<file path="src/rtl/pc_fetch_ctrl_pkg.sv">
// ---------------------------------------------------------------------------
// pc_fetch_ctrl_pkg
// Shared definitions for the instruction fetch stage: word width, the
// zero word, the default PC increment, the fetch FSM state encoding and a
// word-alignment helper used by the optional alignment check.
// Optional feature macro used by the importing files: PC_ALIGN_CHECK_EN.
// ---------------------------------------------------------------------------
package pc_fetch_ctrl_pkg;

    localparam int WORD_WIDTH = 32;
    localparam logic [WORD_WIDTH-1:0] ZERO_WORD = '0;
    localparam int INST_BYTES_DEFAULT = 4;

    // FETCH_FAULT is only reachable when the alignment check is compiled in.
    typedef enum logic [2:0] {
        FETCH_IDLE  = 3'd0,
        FETCH_REQ   = 3'd1,
        FETCH_WAIT  = 3'd2,
        FETCH_HOLD  = 3'd3,
        FETCH_FAULT = 3'd4
    } fetch_state_e;

    function automatic logic is_word_aligned(input logic [WORD_WIDTH-1:0] addr);
        return (addr[1:0] == 2'b00);
    endfunction

endpackage

</file>
<file path="src/rtl/pc_target_calc.sv">
// ---------------------------------------------------------------------------
// pc_target_calc
// Purely combinational redirect decode: decides whether a redirect is taken
// and computes its target address. Kept separate so a future branch
// predictor can reuse the same target arithmetic.
// Ports:
//   redir_jump, redir_can_branch, redir_branch_take : redirect qualifiers
//   redir_targ_else_offset : 1 = absolute target, 0 = PC-relative offset
//   redir_src_reg          : base from redir_rs_val (1) or redir_imm (0)
//   redir_rs_val, redir_imm, redir_pc : operands (W bits)
//   take                   : redirect is taken this cycle
//   target                 : redirect target address (modulo 2^W)
// ---------------------------------------------------------------------------
module pc_target_calc
    import pc_fetch_ctrl_pkg::*;
#(
    parameter int W          = WORD_WIDTH,
    parameter int INST_BYTES = INST_BYTES_DEFAULT
) (
    input  logic         redir_jump,
    input  logic         redir_can_branch,
    input  logic         redir_branch_take,
    input  logic         redir_targ_else_offset,
    input  logic         redir_src_reg,
    input  logic [W-1:0] redir_rs_val,
    input  logic [W-1:0] redir_imm,
    input  logic [W-1:0] redir_pc,
    output logic         take,
    output logic [W-1:0] target
);

    logic [W-1:0] base;

    // Offset targets are relative to the instruction after the redirecting
    // one; overflow simply wraps.
    always_comb begin
        take   = redir_jump | (redir_can_branch & redir_branch_take);
        base   = redir_src_reg ? redir_rs_val : redir_imm;
        target = redir_targ_else_offset ? base
                                        : (redir_pc + base + W'(INST_BYTES));
    end

endmodule

</file>
<file path="src/rtl/pc_fetch_ctrl.sv">
// ---------------------------------------------------------------------------
// pc_fetch_ctrl
// Instruction fetch stage: owns the PC, issues one outstanding request at a
// time to instruction memory (req/gnt, then rvalid/rdata), and presents the
// fetched word to decode with a valid/ready handshake. Late redirects from
// branch resolution override everything; responses made stale by a redirect
// are dropped.
// Ports:
//   clk, rst            : clock, synchronous active-high reset
//   stall               : blocks new request issue and decode acceptance
//   redir_*             : redirect request and target operands
//   imem_req/imem_addr  : request to instruction memory
//   imem_gnt            : memory accepted the request
//   imem_rvalid/rdata   : instruction response
//   if_valid/if_pc/if_inst/if_ready : handshake to decode
//   fetch_fault         : only with PC_ALIGN_CHECK_EN; misaligned redirect
// Optional feature macro: PC_ALIGN_CHECK_EN.
// ---------------------------------------------------------------------------
module pc_fetch_ctrl
    import pc_fetch_ctrl_pkg::*;
#(
    parameter int           W            = WORD_WIDTH,
    parameter logic [W-1:0] RESET_VECTOR = '0,
    parameter int           INST_BYTES   = INST_BYTES_DEFAULT
) (
    input  logic         clk,
    input  logic         rst,
    input  logic         stall,
    input  logic         redir_jump,
    input  logic         redir_can_branch,
    input  logic         redir_branch_take,
    input  logic         redir_targ_else_offset,
    input  logic         redir_src_reg,
    input  logic [W-1:0] redir_rs_val,
    input  logic [W-1:0] redir_imm,
    input  logic [W-1:0] redir_pc,
    output logic         imem_req,
    output logic [W-1:0] imem_addr,
    input  logic         imem_gnt,
    input  logic         imem_rvalid,
    input  logic [W-1:0] imem_rdata,
    output logic         if_valid,
    output logic [W-1:0] if_pc,
    output logic [W-1:0] if_inst,
    input  logic         if_ready
`ifdef PC_ALIGN_CHECK_EN
    ,
    output logic         fetch_fault
`endif
);

    fetch_state_e state_q, state_d;
    logic [W-1:0] pc_q, pc_d;
    logic         drop_q, drop_d;
    logic [W-1:0] if_pc_q, if_pc_d;
    logic [W-1:0] if_inst_q, if_inst_d;
    logic         take;
    logic [W-1:0] target;
    logic         accept;
`ifdef PC_ALIGN_CHECK_EN
    logic         fault_q, fault_d;
`endif

    pc_target_calc #(
        .W          (W),
        .INST_BYTES (INST_BYTES)
    ) u_target (
        .redir_jump             (redir_jump),
        .redir_can_branch       (redir_can_branch),
        .redir_branch_take      (redir_branch_take),
        .redir_targ_else_offset (redir_targ_else_offset),
        .redir_src_reg          (redir_src_reg),
        .redir_rs_val           (redir_rs_val),
        .redir_imm              (redir_imm),
        .redir_pc               (redir_pc),
        .take                   (take),
        .target                 (target)
    );

    assign accept    = (state_q == FETCH_HOLD) & if_ready & ~stall;
    assign imem_req  = (state_q == FETCH_REQ);
    assign imem_addr = pc_q;
    assign if_valid  = (state_q == FETCH_HOLD);
    assign if_pc     = if_pc_q;
    assign if_inst   = if_inst_q;
`ifdef PC_ALIGN_CHECK_EN
    assign fetch_fault = fault_q;
`endif

    // Next-state logic. A redirect is handled first and wins over every
    // other event. drop marks that the single outstanding request belongs to
    // a discarded path, so its response must be swallowed before refetching.
    always_comb begin
        state_d   = state_q;
        pc_d      = pc_q;
        drop_d    = drop_q;
        if_pc_d   = if_pc_q;
        if_inst_d = if_inst_q;
`ifdef PC_ALIGN_CHECK_EN
        fault_d   = fault_q;
`endif
        if (take) begin
            pc_d = target;
            case (state_q)
                FETCH_REQ: begin
                    if (imem_gnt) begin
                        drop_d  = 1'b1;
                        state_d = FETCH_WAIT;
                    end else begin
                        state_d = FETCH_REQ;
                    end
                end
                FETCH_WAIT: begin
                    if (imem_rvalid) begin
                        drop_d  = 1'b0;
                        state_d = FETCH_REQ;
                    end else begin
                        drop_d  = 1'b1;
                        state_d = FETCH_WAIT;
                    end
                end
                default: begin
                    // From FAULT a stale request may still be in flight;
                    // wait it out before issuing the new one.
                    if (drop_q && !imem_rvalid) begin
                        state_d = FETCH_WAIT;
                    end else begin
                        drop_d  = 1'b0;
                        state_d = FETCH_REQ;
                    end
                end
            endcase
`ifdef PC_ALIGN_CHECK_EN
            fault_d = 1'b0;
            if (!is_word_aligned(target)) begin
                fault_d = 1'b1;
                state_d = FETCH_FAULT;
            end
`endif
        end else begin
            case (state_q)
                FETCH_IDLE: begin
                    if (!stall) state_d = FETCH_REQ;
                end
                FETCH_REQ: begin
                    if (imem_gnt) state_d = FETCH_WAIT;
                end
                FETCH_WAIT: begin
                    if (imem_rvalid) begin
                        if (drop_q) begin
                            drop_d  = 1'b0;
                            state_d = stall ? FETCH_IDLE : FETCH_REQ;
                        end else begin
                            if_inst_d = imem_rdata;
                            if_pc_d   = pc_q;
                            state_d   = FETCH_HOLD;
                        end
                    end
                end
                FETCH_HOLD: begin
                    if (accept) begin
                        pc_d    = pc_q + W'(INST_BYTES);
                        state_d = FETCH_REQ;
                    end
                end
                default: begin
                    // FAULT: no fetching; just retire a stale response.
                    if (imem_rvalid) drop_d = 1'b0;
                end
            endcase
        end
    end

    // State register with synchronous reset; reset abandons any request.
    always_ff @(posedge clk) begin
        if (rst) begin
            state_q   <= FETCH_IDLE;
            pc_q      <= RESET_VECTOR;
            drop_q    <= 1'b0;
            if_pc_q   <= ZERO_WORD;
            if_inst_q <= ZERO_WORD;
`ifdef PC_ALIGN_CHECK_EN
            fault_q   <= 1'b0;
`endif
        end else begin
            state_q   <= state_d;
            pc_q      <= pc_d;
            drop_q    <= drop_d;
            if_pc_q   <= if_pc_d;
            if_inst_q <= if_inst_d;
`ifdef PC_ALIGN_CHECK_EN
            fault_q   <= fault_d;
`endif
        end
    end

endmodule

</file>
<file path="config.mk">
export PLATFORM = sky130hd
export DESIGN_NAME = pc_fetch_ctrl
export DESIGN_NICKNAME = d
export VERILOG_FILES = /design/src/rtl/pc_fetch_ctrl_pkg.sv /design/src/rtl/pc_target_calc.sv /design/src/rtl/pc_fetch_ctrl.sv
export SDC_FILE = /design/constraint.sdc
export NUM_CORES = 1
export LEC_CHECK = 0
export ABC_AREA = 1
export CAP_MARGIN = 10
export CORE_MARGIN = 8
export CORE_UTILIZATION = 40
export DETAILED_ROUTE_END_ITERATION = 10
export PLACE_DENSITY = 0.69
export SYNTH_ARGS = -nofsm -noshare
export SYNTH_HDL_FRONTEND = slang
export SYNTH_HIERARCHICAL = 1
export SYNTH_SLANG_ARGS = --single-unit
export TNS_END_PERCENT = 30
</file>
<file path="constraint.sdc">
create_clock -name clk -period 4.8 [get_ports clk]
set_input_delay 0.96 -clock clk [delete_from_list [all_inputs] [get_ports clk]]
set_output_delay 0.96 -clock clk [all_outputs]
set_load 0.02 [all_outputs]
</file>
==> results.json <==
{
  "run_status": "finished clean",
  "post_dp_cell_area_um2": 10700,
  "worst_skew_late_latency_ps": 350,
  "count_of_input_and_output_buffers": 236,
  "cts_num_sinks": 99,
  "synth_edf_count": 0,
  "num-nets-final": 1735,
  "grt_usage": 0.222,
  "setup.worst_path.class": "in -> reg",
  "ctsHtreeMaxLevel": 3,
  "power.static_leakage_nw": 5.19,
  "floorplan.die_area_um2": 25100,
  "synth_nets": 1520,
  "tritoncts.num_buffers": 9,
  "drt-initial-drc-count": 623,
  "cts.reportedPaths.clkPinSlew_ps": 70,
  "overflow": 0,
  "initial_cell_density_of_the_core": 0.404,
  "yosys.area_share.simple": 0.350,
  "holdCritStartpoint": "if_inst[27]$_SDFFE_PP0P_",
  "first_pass_iters": 6,
  "area_growth_syn_to_layout_pct": 35.5,
  "reg2reg_to": "if_inst[18]$_SDFFE_PP0P_",
  "timing.critical_path.fanout_max": 27,
  "max-vdd-ir-drop_uv": 188,
  "timing.max_cap.violations": 0,
  "achievable-frequency_mhz": 236,
  "crit_path_frequent_cell": "nand2_1",
  "fp.dieH_um": 159,
  "compound_gate_portion_of_the_synthesized_area": 0.130,
  "crit_path_end_kind": "register",
  "synth.ff_latch_count": 99,
  "timing_hold_violations_final": 0,
  "slew_margin_rel": 0.485,
  "beginning_of_the_worst_register_to_register_path": "state_q[0]$_SDFFE_PP0P_",
  "netlist_instances": 1313,
  "final_max_slew_violation_count": 0,
  "detail-route-antenna-nets": 0,
  "antennaDiodeCount": 0,
  "route.detailed.vias_per_inst": 5.01,
  "crit_path_max_incr_delay_ps": 570,
  "floorplan.rows": 52,
  "ctsResizeCount": 0,
  "warning_count_from_the_yosys_run": 6,
  "min_to": "if_inst[27]$_SDFFE_PP0P_",
  "cts-hold-fix-buffers": 0,
  "finalWorstSetupSlack_ps": 562,
  "timing.critical_path.arrival_ps": 4470,
  "fin_skew_ps": 5.40,
  "timing.final.crit_share": 0.883,
  "cpMaxStageDelayCell": "clkdlybuf4s50_1",
  "first_global_vias": 8707,
  "wire_per_inst_um": 15.8,
  "setup_repair_after_global_routing_missed_its_margin": "false",
  "die_w_um": 159,
  "power.total_mw": 2.83,
  "worst-endpoint-required_ps": 5030,
  "fp.coreArea_um2": 20100,
  "prevailing_post_synth_register_cell": "dfxtp_1",
  "clock_tree_from_tritoncts": "yes",
  "vias": 9025,
  "cts-root-buf": "clkbuf_16",
  "drive_gt1_frac": 0.0626,
  "mappedNetlistArea_um2": 8130,
  "setup_total_negative_slack_ps": 0,
  "powerDensity_nw_per_um2": 257,
  "min_period_ps": 4240,
  "utilization": 0.548,
  "synthAdderAreaFrac": 0.106,
  "synthXorXnorAreaFrac": 0.0259,
  "post-route-drc-count": 0,
  "post-cts-setup-buffer-count": 0,
  "cp_top_family": "buffers and inverters",
  "gp_congestion": 0.970,
  "place.detailed.hpwl_mm": 23.4,
  "num_io_pins": 237,
  "ff2ff_path_depth": 7,
  "crit_chain": "clkdlybuf4s50_1, buf_4, mux2_2, ha_1, ha_1, nand2_1, nor2_1, nand2_1, inv_1, nand2_1, nand2_1, nand2_1, nand3_1, o21ai_0, a22o_1, clkinv_1, a21oi_2",
  "antenna_violations_before_repair": 0,
  "drt-total-wl_mm": 28.5,
  "clockBufferDepth": 2,
  "grt_first_pass_wirelength_mm": 44.4,
  "max_slew.worst_pin.slew_ps": 771,
  "mostFrequentLayoutCell": "nand2_1",
  "synthesized_area_divided_by_synthesized_cell_count_um2": 6.19,
  "r2r_slack_ps": 2390,
  "worstSetupStartpointType": "input port",
  "crit_buf_inv": 4,
  "hold_path.class": "reg -> reg",
  "async_flop_share": 0,
  "synth_top_family_by_area": "simple AND/OR/NAND/NOR gates",
  "critical_path_depth": 17,
  "yosys-mux-area-fraction": 0.0371,
  "min_path_cells": 2,
  "finalSetupViolations": 0,
  "maximum_number_of_pins_on_one_net_before_global_route_repair": 69,
  "share_of_synthesized_area_occupied_by_flip_flops_and_latches": 0.244,
  "mostFrequentLayoutCells": "nand2_1, clkdlybuf4s50_1, nor2_1",
  "unique_masters_post_synth": 40,
  "final_design_area_no_fill_um2": 11000,
  "pre_cts_slack_ps": 198
}
sequential cells by signal, summed over array words and instances, names as in the netlist:
signal,count
if_inst,32
if_pc,32
imem_addr,32
state_q,2
drop_q,1
worst register-to-register path: cells and delay by family (launching register included):
| kind | cells | cell delay [ps] |
|---|---|---|
| flip-flops | 1 | 360 |
| buffers and inverters | 2 | 700 |
| adder cells (fa/ha/maj) | 1 | 250 |
| AND/OR/NAND/NOR | 3 | 830 |
| AO/OA/AOI/OAI | 1 | 220 |
Yosys cell counts, types with 10 or more instances:
library cell	instances	area (um2)
xor2_1	11	96.3
mux2_2	25	282
nand2_2	10	62.6
xnor2_1	13	114
a21oi_1	70	350
nand2_1	369	1390
nand4_1	10	62.6
buf_2	12	60.1
nor2_1	171	642
inv_1	169	634
nand3_1	76	380
ha_1	67	838
o21ai_0	102	510
dfxtp_1	99	1980
clkbuf_1	22	82.6
power breakdown:
part           internal, mW  leakage, nW  switching [mW]  total, mW
Combinational         0.483         4.24           0.655       1.14
Clock                 0.421        0.150           0.317      0.739
Sequential            0.880        0.807          0.0741      0.954
worst max path at each step:
stage	start	endpoint	slack, ps
2_1_floorplan	redir_src_reg	imem_addr[17]$_SDFFE_PP0P_	1100
3_3_place_gp	redir_src_reg	imem_addr[16]$_SDFFE_PP0P_	200
3_5_place_dp	redir_src_reg	imem_addr[18]$_SDFFE_PP0P_	200
4_1_cts	redir_src_reg	imem_addr[18]$_SDFFE_PP0P_	550
5_1_grt	redir_src_reg	imem_addr[16]$_SDFFE_PP0P_	340
6_report	redir_src_reg	imem_addr[18]$_SDFFE_PP0P_	560
through the flow:
stage | hold WS [ps] | instances
after floorplan | 552 | 1313
after global placement | 481 | 1787
after detailed placement | 486 | 1787
after CTS | 505 | 1803
after global routing | 537 | 1803
final | 508 | 1803
metal layers:
metal | GRT usage | vias to the layer above | part of all wire | wire length (um)
li1 | - | 4604 | - | -
met1 | 0.277 | 4080 | 0.43 | 12200
met2 | 0.383 | 311 | 0.48 | 13700
met3 | 0.0440 | 30 | 0.076 | 2160
met4 | 0.0534 | 0 | 0.016 | 461
met5 | 0 | - | 0 | 0
area by class of cell:
cell class,count,area [um2]
sequential,99,1980
clock buffer,11,243
inverter,179,672
fill,2053,9090
tap,270,338
timing repair buffer,247,2440
multi-input combinational,992,5270
clock inverter,5,61.3
cell families after synthesis:
kind of cell / count (synthesis)
DFF: 99
buffers and inverters: 222
muxes: 27
xor gates and xnor gates: 24
adders and majority gates: 68
and+or+nand+nor: 672
AOI/OAI and AO/OA: 201
(Power assumes the default switching activity.)
==> patch, RTL diff (same flow settings) <==
The package constant `WORD_WIDTH` goes from 32 to 64.
--- a/src/rtl/pc_fetch_ctrl_pkg.sv
+++ b/src/rtl/pc_fetch_ctrl_pkg.sv
@@ -7,7 +7,7 @@
 // ---------------------------------------------------------------------------
 package pc_fetch_ctrl_pkg;
 
-    localparam int WORD_WIDTH = 32;
+    localparam int WORD_WIDTH = 64;
     localparam logic [WORD_WIDTH-1:0] ZERO_WORD = '0;
     localparam int INST_BYTES_DEFAULT = 4;
 
Ports: changed (7 resized); port bits go from 237 to 461. The function was not compared with the original's and may differ.
==> patch against the original RTL <==
  * Synthesized area rose by 110%
  * Sequential share of layout area fell by 1.0 points
  * Total power rose by 110%
  * Final area rose by 110%
  * Setup slack improved by 0.18 ns
  * First-iteration DRC count rose to 3.0 times the old value
  * Wire length rose to 2.7 times the old value
  * Sequential cell count rose by 96
  * Sequential power rose by 97%
  * Critical path type unchanged
  * Highest routed layer unchanged
==> patch: results (changes against the original RTL) <==
- **Synth top cells by count** 927 x nand2_1, 421 x inv_1, 419 x nor2_1, 207 x o21ai_0, 195 x dfxtp_1
- **first-pass GRT wire length** 117 mm, +160%
- **DP Cell Count** 3895, +120%
- **number of global-route vias before repair** 19800, +130%
- **wirelength, routed** 76.6 mm, +170%
- **outcome** finished, final reports clean
- **cells taking the most area after synthesis** dfxtp_1 23%, nand2_1 20%, ha_1 9.6%, inv_1 9.2%, nor2_1 9.2%
- **worst hold path startpoint** if_inst[31]
- **library cell contributing the largest single delay on the critical path** clkdlybuf4s50_1
- **met1 Resource Use GR** 0.379, +0.101
- **layout net count** 3767, +120%
- **Final Skew** 0.0112 ns, +0.00583 ns
- **arrival time worst endpoint** 4.36 ns, -0.11 ns
- **final estimated routing congestion in global placement** 0.996, +2.6%
- **compound-gate portion of the synthesized area** 0.123, -0.00645
- **combinational power share** 0.433, +0.031
- **count of H-tree levels built during CTS** 4, +1
- **XOR/XNOR Fraction of Synth Area** 0.0220, -0.00390
- **WHS** 0.515 ns, +0.00693 ns
- **Register-to-Register Setup Slack** 2.27 ns, -0.12 ns
- **First-pass DRT Iterations** 9, +3
- **Worst Reg2Reg Path Length in Cells** 11, +4
- **proportion of synthesized area in mux cells** 0.0372, +0.000116
- **delay of the slowest cell on the worst path** 0.39 ns, -0.18 ns
- **terminating pin of the worst hold path** if_inst[31]
- **static leakage** 11.0 nW, +110%
- **final critical-path share of the clock period** 0.845, -0.0382
- **met2 routing resource usage after global routing** 0.504, +0.121
- **CP top delay family** simple AND/OR/NAND/NOR gates
- **number of cells produced by synthesis** 2934, +120%
- **portion of the post-synthesis area used by sequential elements** 0.228, -0.0162
- **Clock Latency Late Sink** 0.45 ns, +0.10 ns
- **fraction of final layout cells with drive strength greater than 1** 0.0589, -0.00371
- **Max VDD drop** 0.257 mV, +37%
- **DRC marker count from the first detailed-route iteration** 1864, +200%
- **Via density** 5.18, +3.4%
- **largest net degree at the start of global routing** 169, +140%
- **critical path launch point** redir_imm[32]
- **Post-Place Worst Slack** 0.260 ns, +0.0618 ns
- **number of library cell types mapped by synthesis** 45, +13%
- **Post-Syn Nets** 3333, +120%
- **P_clk** 1.43 mW, +94%
- **HPWL after detailed placement** 63.9 mm, +170%
- **Comb group** 2.53 mW, +120%
- **startpoint of the lowest-slack register-to-register path** state_q[1]
- **M3 GR Usage** 0.0461, +0.00212
- **destination of the critical timing path** imem_addr[56]
- **initial antenna violation count** 2, +2
- **post-synthesis adder-cell area fraction** 0.0967, -0.00884
- **quantity of I/O buffers inserted on ports** 460, +95%
- **slew of the pin with the lowest slew margin** 0.919 ns, +0.149 ns
- **Max Fanout on Critical Path** 2, -93%
- **routed wirelength normalized by instance count** 19.5 µm, +24%
- **switch share** 0.395, +0.0256
- **number of CTS-inserted buffers** 17, +8
- **global router's overall resource usage** 0.297, +0.0756
- **end of the worst register-to-register path** imem_addr[19]
- **Post-Place Cell Area** 0.0224 mm², +110%
-- patch: cell types whose count changed in the layout (fill, tap and decap cells not counted), moves of 22 or more --
cell             change
a31oi_1             +22
dfxtp_1             +96
buf_4               +31
mux2_2              +29
o21ai_0            +105
nor2_1             +248
inv_1              +252
clkdlybuf4s50_1    +221
nand3_1             +59
ha_1                +64
a21oi_1             +57
nand2_1            +558
-- patch: area by class of cell --
cell class,instances,area [µm²]
inverter,430,1620
timing repair buffer,504,4940
sequential,195,3900
multi-input combinational,2220,11300
tap,546,683
fill,4409,19700
clock buffer,21,470
clock inverter,8,100
antenna,1,2.50
-- patch: per-layer routing --
| metal | up-vias | share of wire |
|---|---|---|
| met2 | 846 | 0.47 |
| met5 | - | 0 |
| met3 | 119 | 0.075 |
| met1 | 9287 | 0.43 |
| li1 | 10100 | - |
| met4 | 0 | 0.033 |
